===== src/rtl/reg_scoreboard_if.sv =====
// ID-stage scoreboard bus: the instruction in ID, the WB retire port, and the
// hazard and status outputs. The master drives stimulus; the slave is the scoreboard.
interface reg_scoreboard_if #(
    parameter int STALL_CNT_W = 32
);
    logic                   id_valid;
    logic                   id_cancel;
    logic [4:0]             rs1_addr;
    logic                   rs1_use;
    logic [4:0]             rs2_addr;
    logic                   rs2_use;
    logic [4:0]             rd_addr;
    logic                   rd_we;
    logic                   exe_allow_in;
    logic                   wb_we;
    logic [4:0]             wb_addr;
    logic                   id_ready_go;
    logic                   issue;
    logic [31:0]            busy_vec;
    logic [STALL_CNT_W-1:0] stall_cycles;
    logic                   sb_error;

    modport master (
        output id_valid, id_cancel, rs1_addr, rs1_use, rs2_addr, rs2_use,
               rd_addr, rd_we, exe_allow_in, wb_we, wb_addr,
        input  id_ready_go, issue, busy_vec, stall_cycles, sb_error
    );

    modport slave (
        input  id_valid, id_cancel, rs1_addr, rs1_use, rs2_addr, rs2_use,
               rd_addr, rd_we, exe_allow_in, wb_we, wb_addr,
        output id_ready_go, issue, busy_vec, stall_cycles, sb_error
    );
endinterface


===== src/rtl/reg_scoreboard.sv =====
// Register-hazard scoreboard for the ID stage. Each GPR has a counter of issued
// writes that have not yet retired. ID may hand off only when its sources are valid.
module reg_scoreboard #(
    parameter int CNT_W       = 2,
    parameter int WB_BYPASS   = 1,
    parameter int STALL_CNT_W = 32
) (
    input  logic          clk,
    input  logic          reset,
    reg_scoreboard_if.slave bus
);
    localparam logic [CNT_W-1:0] CNT_MAX = '1;
    localparam logic [CNT_W-1:0] CNT_ONE = CNT_W'(1);

    logic [CNT_W-1:0]       cnt_cur [32];
    logic [31:0]            busy;
    logic                   ret;
    logic                   inc;
    logic                   hazard1;
    logic                   hazard2;
    logic                   overflow;
    logic                   ready_go;
    logic                   issue_now;
    logic [STALL_CNT_W-1:0] stall_reg;
    logic                   sb_error_reg;

    assign cnt_cur[0] = '0;
    assign busy[0]    = 1'b0;

    assign ret = bus.wb_we & (bus.wb_addr != 5'd0);

    // A pending write whose last instance retires this cycle is readable when
    // the register file is write-first.
    always_comb begin
        hazard1 = bus.rs1_use & (bus.rs1_addr != 5'd0) & (cnt_cur[bus.rs1_addr] != '0);
        hazard2 = bus.rs2_use & (bus.rs2_addr != 5'd0) & (cnt_cur[bus.rs2_addr] != '0);
        if (WB_BYPASS != 0) begin
            if (ret && bus.wb_addr == bus.rs1_addr && cnt_cur[bus.rs1_addr] == CNT_ONE)
                hazard1 = 1'b0;
            if (ret && bus.wb_addr == bus.rs2_addr && cnt_cur[bus.rs2_addr] == CNT_ONE)
                hazard2 = 1'b0;
        end
    end

    assign overflow  = bus.rd_we & (bus.rd_addr != 5'd0) & (cnt_cur[bus.rd_addr] == CNT_MAX)
                     & ~(ret & (bus.wb_addr == bus.rd_addr));
    assign ready_go  = ~(hazard1 | hazard2 | overflow);
    assign issue_now = bus.id_valid & ready_go & bus.exe_allow_in & ~bus.id_cancel;
    assign inc       = issue_now & bus.rd_we & (bus.rd_addr != 5'd0);

    generate
        for (genvar gi = 1; gi < 32; gi++) begin : g_cnt
            logic [CNT_W-1:0] cnt_reg;
            logic             inc_hit;
            logic             ret_hit;

            assign inc_hit = inc & (bus.rd_addr == 5'(gi));
            assign ret_hit = ret & (bus.wb_addr == 5'(gi));

            always_ff @(posedge clk) begin
                if (reset) begin
                    cnt_reg <= '0;
                end else if (inc_hit && !ret_hit) begin
                    cnt_reg <= cnt_reg + CNT_ONE;
                end else if (ret_hit && !inc_hit && cnt_reg != '0) begin
                    cnt_reg <= cnt_reg - CNT_ONE;
                end
            end

            assign cnt_cur[gi] = cnt_reg;
            assign busy[gi]    = (cnt_reg != '0);
        end
    endgenerate

    // A retire with nothing outstanding means the pipeline lost track of a write.
    always_ff @(posedge clk) begin
        if (reset) begin
            stall_reg    <= '0;
            sb_error_reg <= 1'b0;
        end else begin
            if (bus.id_valid && !ready_go && !bus.id_cancel)
                stall_reg <= stall_reg + STALL_CNT_W'(1);
            if (ret && cnt_cur[bus.wb_addr] == '0 && !(inc && bus.rd_addr == bus.wb_addr))
                sb_error_reg <= 1'b1;
        end
    end

    assign bus.id_ready_go  = ready_go;
    assign bus.issue        = issue_now;
    assign bus.busy_vec     = busy;
    assign bus.stall_cycles = stall_reg;
    assign bus.sb_error     = sb_error_reg;
endmodule


===== src/flat_wrapper.sv =====
// flat-port wrapper written by rule: the top's interface ports become plain ports
module reg_scoreboard_flat 
#(
    parameter int CNT_W       = 2,
    parameter int WB_BYPASS   = 1,
    parameter int STALL_CNT_W = 32
)
  (clk, reset, bus_id_valid, bus_id_cancel, bus_rs1_addr, bus_rs1_use, bus_rs2_addr, bus_rs2_use, bus_rd_addr, bus_rd_we, bus_exe_allow_in, bus_wb_we, bus_wb_addr, bus_id_ready_go, bus_issue, bus_busy_vec, bus_stall_cycles, bus_sb_error);
  reg_scoreboard_if #(.STALL_CNT_W(STALL_CNT_W)) bus_i ();
  input  logic clk;
  input  logic reset;
  input wire logic [$bits(bus_i.id_valid)-1:0] bus_id_valid;
  input wire logic [$bits(bus_i.id_cancel)-1:0] bus_id_cancel;
  input wire logic [$bits(bus_i.rs1_addr)-1:0] bus_rs1_addr;
  input wire logic [$bits(bus_i.rs1_use)-1:0] bus_rs1_use;
  input wire logic [$bits(bus_i.rs2_addr)-1:0] bus_rs2_addr;
  input wire logic [$bits(bus_i.rs2_use)-1:0] bus_rs2_use;
  input wire logic [$bits(bus_i.rd_addr)-1:0] bus_rd_addr;
  input wire logic [$bits(bus_i.rd_we)-1:0] bus_rd_we;
  input wire logic [$bits(bus_i.exe_allow_in)-1:0] bus_exe_allow_in;
  input wire logic [$bits(bus_i.wb_we)-1:0] bus_wb_we;
  input wire logic [$bits(bus_i.wb_addr)-1:0] bus_wb_addr;
  output wire logic [$bits(bus_i.id_ready_go)-1:0] bus_id_ready_go;
  output wire logic [$bits(bus_i.issue)-1:0] bus_issue;
  output wire logic [$bits(bus_i.busy_vec)-1:0] bus_busy_vec;
  output wire logic [$bits(bus_i.stall_cycles)-1:0] bus_stall_cycles;
  output wire logic [$bits(bus_i.sb_error)-1:0] bus_sb_error;
  assign bus_i.id_valid = bus_id_valid;
  assign bus_i.id_cancel = bus_id_cancel;
  assign bus_i.rs1_addr = bus_rs1_addr;
  assign bus_i.rs1_use = bus_rs1_use;
  assign bus_i.rs2_addr = bus_rs2_addr;
  assign bus_i.rs2_use = bus_rs2_use;
  assign bus_i.rd_addr = bus_rd_addr;
  assign bus_i.rd_we = bus_rd_we;
  assign bus_i.exe_allow_in = bus_exe_allow_in;
  assign bus_i.wb_we = bus_wb_we;
  assign bus_i.wb_addr = bus_wb_addr;
  assign bus_id_ready_go = bus_i.id_ready_go;
  assign bus_issue = bus_i.issue;
  assign bus_busy_vec = bus_i.busy_vec;
  assign bus_stall_cycles = bus_i.stall_cycles;
  assign bus_sb_error = bus_i.sb_error;
  reg_scoreboard #(.CNT_W(CNT_W), .WB_BYPASS(WB_BYPASS), .STALL_CNT_W(STALL_CNT_W)) u_core (.clk(clk), .reset(reset), .bus(bus_i));
endmodule

===== config.mk =====
export PLATFORM = sky130hd
export DESIGN_NAME = reg_scoreboard_flat
export DESIGN_NICKNAME = d
export VERILOG_FILES = /design/src/rtl/reg_scoreboard_if.sv /design/src/rtl/reg_scoreboard.sv /design/src/flat_wrapper.sv
export SDC_FILE = /design/constraint.sdc
export NUM_CORES = 1
export LEC_CHECK = 0
export ABC_AREA = 1
export BUFFER_PORTS_ARGS = -buffer_cell sky130_fd_sc_hd__buf_2
export CAP_MARGIN = 20
export CORE_MARGIN = 2
export CORE_UTILIZATION = 40
export CTS_BUF_LIST = sky130_fd_sc_hd__clkbuf_8
export DETAILED_ROUTE_END_ITERATION = 7
export PLACE_DENSITY = 0.7
export REMOVE_ABC_BUFFERS = 1
export SYNTH_ARGS = -nofsm -noshare
export SYNTH_HDL_FRONTEND = slang
export SYNTH_SLANG_ARGS = --single-unit

===== constraint.sdc =====
create_clock -name clk -period 5.82 [get_ports clk]
set_clock_uncertainty 0.15 [all_clocks]
set_input_delay 0.582 -clock clk [delete_from_list [all_inputs] [get_ports clk]]
set_output_delay 0.582 -clock clk [all_outputs]
set_load 0.03 [all_outputs]

==> reports/metrics.yaml <==
power_and_ir_drop:
  comb_power_share_pct: 19.6
  pwr-share-clk_pct: 33.9
  switching_power_uw: 514
  leakage_uw: 0.00427
  p_per_area_mw_per_mm2: 150
  power_frac_seq_pct: 46.5
  p_int_uw: 890
  power_uw: 1400
  vdd_drop_max_mv: 0.102
  swShare_pct: 36.6
synth:
  synth-edff-count: 0
  syn_avg_cell_area_um2: 5.50
  syn_area_mm2: 0.00867
  yosys.area.top_type: "dfxtp_1"
  ys_seq_area_share_pct: 21.9
  ys_ff_latch: 95
  synth_flop_cell: "dfxtp_1"
  async_flop_share_pct: 0
  netlist.area_leader.share_pct: 21.9
  yosys_warnings: 0
  synth_area_leaders: "dfxtp_1 22%, nand2_1 20%, nand3_1 13%"
  synthCells: 1576
  ys_types: 37
route:
  antenna_left: 0
  drt_iter0_drc: 1192
  first_pass_iters: 7
  drc: 0
  route.vias.total: 10500
  via_per_inst: 5.55
  routed_wl_mm: 31.4
  routed_wire_length_per_instance_um: 16.5
floorplan:
  die_area_mm2: 0.0229
  core_mm2: 0.0212
  fp.dieH_um: 151
  ios: 96
  fp-row-count: 53
  fp.dieW_um: 151
  initial_core_util_pct: 41.0
final_layout:
  final_layout_size_suffix_gt1_share_pct: 9.69
  area_growth_pct: 8.30
  largest_reg_flops: 62
  finalNetCount: 1646
  num_antenna_cells: 0
  fill_cells: 2311
  fin_area_mm2: 0.00939
clock_tree:
  cts_resized: 0
  clock_path_buffers: 2
  tritoncts: "done"
  clockRootBuffer: "clkbuf_8"
  hold_buffers: 0
  post_cts_buffers: 0
  htreeDepth: 3
  clkTransAtPathRegs_ps: 100
  cts_buffers: 9
  clk_latency_ps: 410
  clock_sinks: 95
min_path:
  hp-class: "flop to flop"
  min_path_cells: 2
  hp-start: "u_core.bus.sb_error"
  whs_endpoint: "u_core.bus.sb_error"
timing:
  max_clock_freq_mhz: 246
  rsz0062_at_grt: "false"
  finalSetupViolCount: 0
  tns_ps: 0
  maxSlewHeadroom_pct: 44.1
  slew_violations: 0
  hold_viol_final: 0
  period_needed_ps: 4060
  fin_crit_sh_pct: 69.8
  tightest_slew_ps: 837
  post-route-worst-setup-slack_ps: 1760
grt:
  grt_max_degree: 69
  overflow: 0
  grt_pass1_wl_mm: 48.3
  grt_pass1_vias: 9054
  antenna_found_initial: 0
  grt_usage_pct: 27.1
setup_path:
  ff2ff_setup_slack_ps: 2770
  worst_r2r_endpoint: "u_core.bus.stall_cycles[12]"
  crit_type: "input pin to output pin"
  crit_path_end_kind: "output pin"
  rr_worst_depth: 18
  worstPathMaxFanout: 24
  cp.required_ps: 5090
  reg2reg_from: "u_core.g_cnt[20].cnt_reg[1]"
  crit_path_start_kind: "input pin"
  critPathArrivalTime_ps: 3330
placement:
  hpwlAfterDp_mm: 22.8
  placed_area_mm2: 0.00916
  port_buffers: 94
  routabilityCongestion: 1.03
  pre_cts_slack_ps: 1890
run_status:
  run_status: "completed"
job:
  cap_violations: 0
-- layer usage --
layer,global-route usage [%],routed length [um],share of wire [%],vias up
met4,12.8,1450,4.6,0
met2,40.9,13400,43,611
met3,5.42,3420,11,110
met1,37.0,13100,42,4663
li1,-,-,-,5133
met5,0,0,0,-
-- critical path, stage by stage --
cell     delay, ps
buf_2          450
inv_2          400
nand2_1        160
nand2_1         60
nand2_1         50
nand2_1         60
nand2_1         50
nand2_1         50
inv_1           50
nand2_1         50
nand2_1        130
nand2_1         80
nand3_2        110
nand2_1         70
nor2_2         370
buf_4          340
buf_2          250
-- worst max-delay path by stage --
| stage | slack (ps) | to | cells after the start | startpoint |
|---|---|---|---|---|
| finish | 1760 | bus_id_ready_go | 17 | bus_rd_addr[0] |
| global route | 1610 | bus_issue | 16 | bus_rd_addr[0] |
| CTS | 1890 | bus_issue | 16 | bus_rd_addr[0] |
| detailed placement | 1890 | bus_issue | 16 | bus_rd_addr[0] |
| global placement | 1960 | bus_id_ready_go | 17 | bus_rd_addr[0] |
| floorplan | 2650 | u_core.g_cnt[9].cnt_reg[0] | 8 | bus_rd_addr[2] |
-- cell usage after synthesis (2+ instances only) --
cell	instances
nor4_1	7
buf_2	33
nand2_1	460
nand4_1	50
buf_1	7
o21ai_1	7
dfxtp_1	95
nand3_1	217
clkbuf_1	21
clkinv_1	5
xnor2_1	12
o221ai_1	8
inv_1	188
xor2_1	21
inv_2	9
o211ai_1	7
a21oi_1	67
o21ai_0	8
a22oi_1	7
nand4_2	19
nand3_2	2
nor2_1	250
nor3_1	44
nor2_2	3
buf_4	9
nor3b_1	4
buf_6	5
and3_1	2
-- placed cells by master (no fill, tap or decap), types with 21 or more instances in the layout --
master	Yosys	routed
a21oi_1	67	67
buf_2	33	94
dfxtp_1	95	95
inv_1	188	188
nand2_1	460	460
nand3_1	217	217
nand4_1	50	50
nor2_1	250	250
nor3_1	44	44
xor2_1	21	21
-- area by class of cell --
| cell class | instances | area (um2) | area share, % |
|---|---|---|---|
| Clock inverter | 7 | 80.1 | 0.853 |
| Timing Repair Buffer | 104 | 566 | 6.02 |
| Inverter | 202 | 758 | 8.08 |
| Multi-Input combinational cell | 1204 | 5610 | 59.8 |
| Tap cell | 275 | 344 | 3.67 |
| Clock buffer | 9 | 124 | 1.32 |
| Sequential cell | 95 | 1900 | 20.3 |
-- cell families (layout without fill, tap and decap cells) --
logic type	after synthesis	in the layout	synth area share, %
xor+xnor	33	33	3.33
fa+ha+maj	1	1	0.144
flops	95	95	21.9
compound gates	107	107	7.04
simple gates	1062	1062	54.2
other cells	1	1	0.0433
buf+inv	277	322	13.3
-- power groups by stage --
stage / sequential (uW) / clock, uW / combinational (uW)
2_1_floorplan: 671 / 0 / 144
3_3_place_gp: 668 / 0 / 260
3_5_place_dp: 668 / 0 / 262
4_1_cts: 654 / 483 / 263
5_1_grt: 654 / 507 / 293
6_report: 654 / 476 / 275
-- per-stage QoR --
stage	hold WS (ps)	utilization [%]	instances
5_1_grt	348	44.4	1896
3_3_place_gp	288	43.3	1879
4_1_cts	311	44.2	1895
3_5_place_dp	296	43.3	1879
6_report	318	44.4	1896
2_1_floorplan	311	-	1501
No activity file was read; power rests on OpenSTA's default activity.
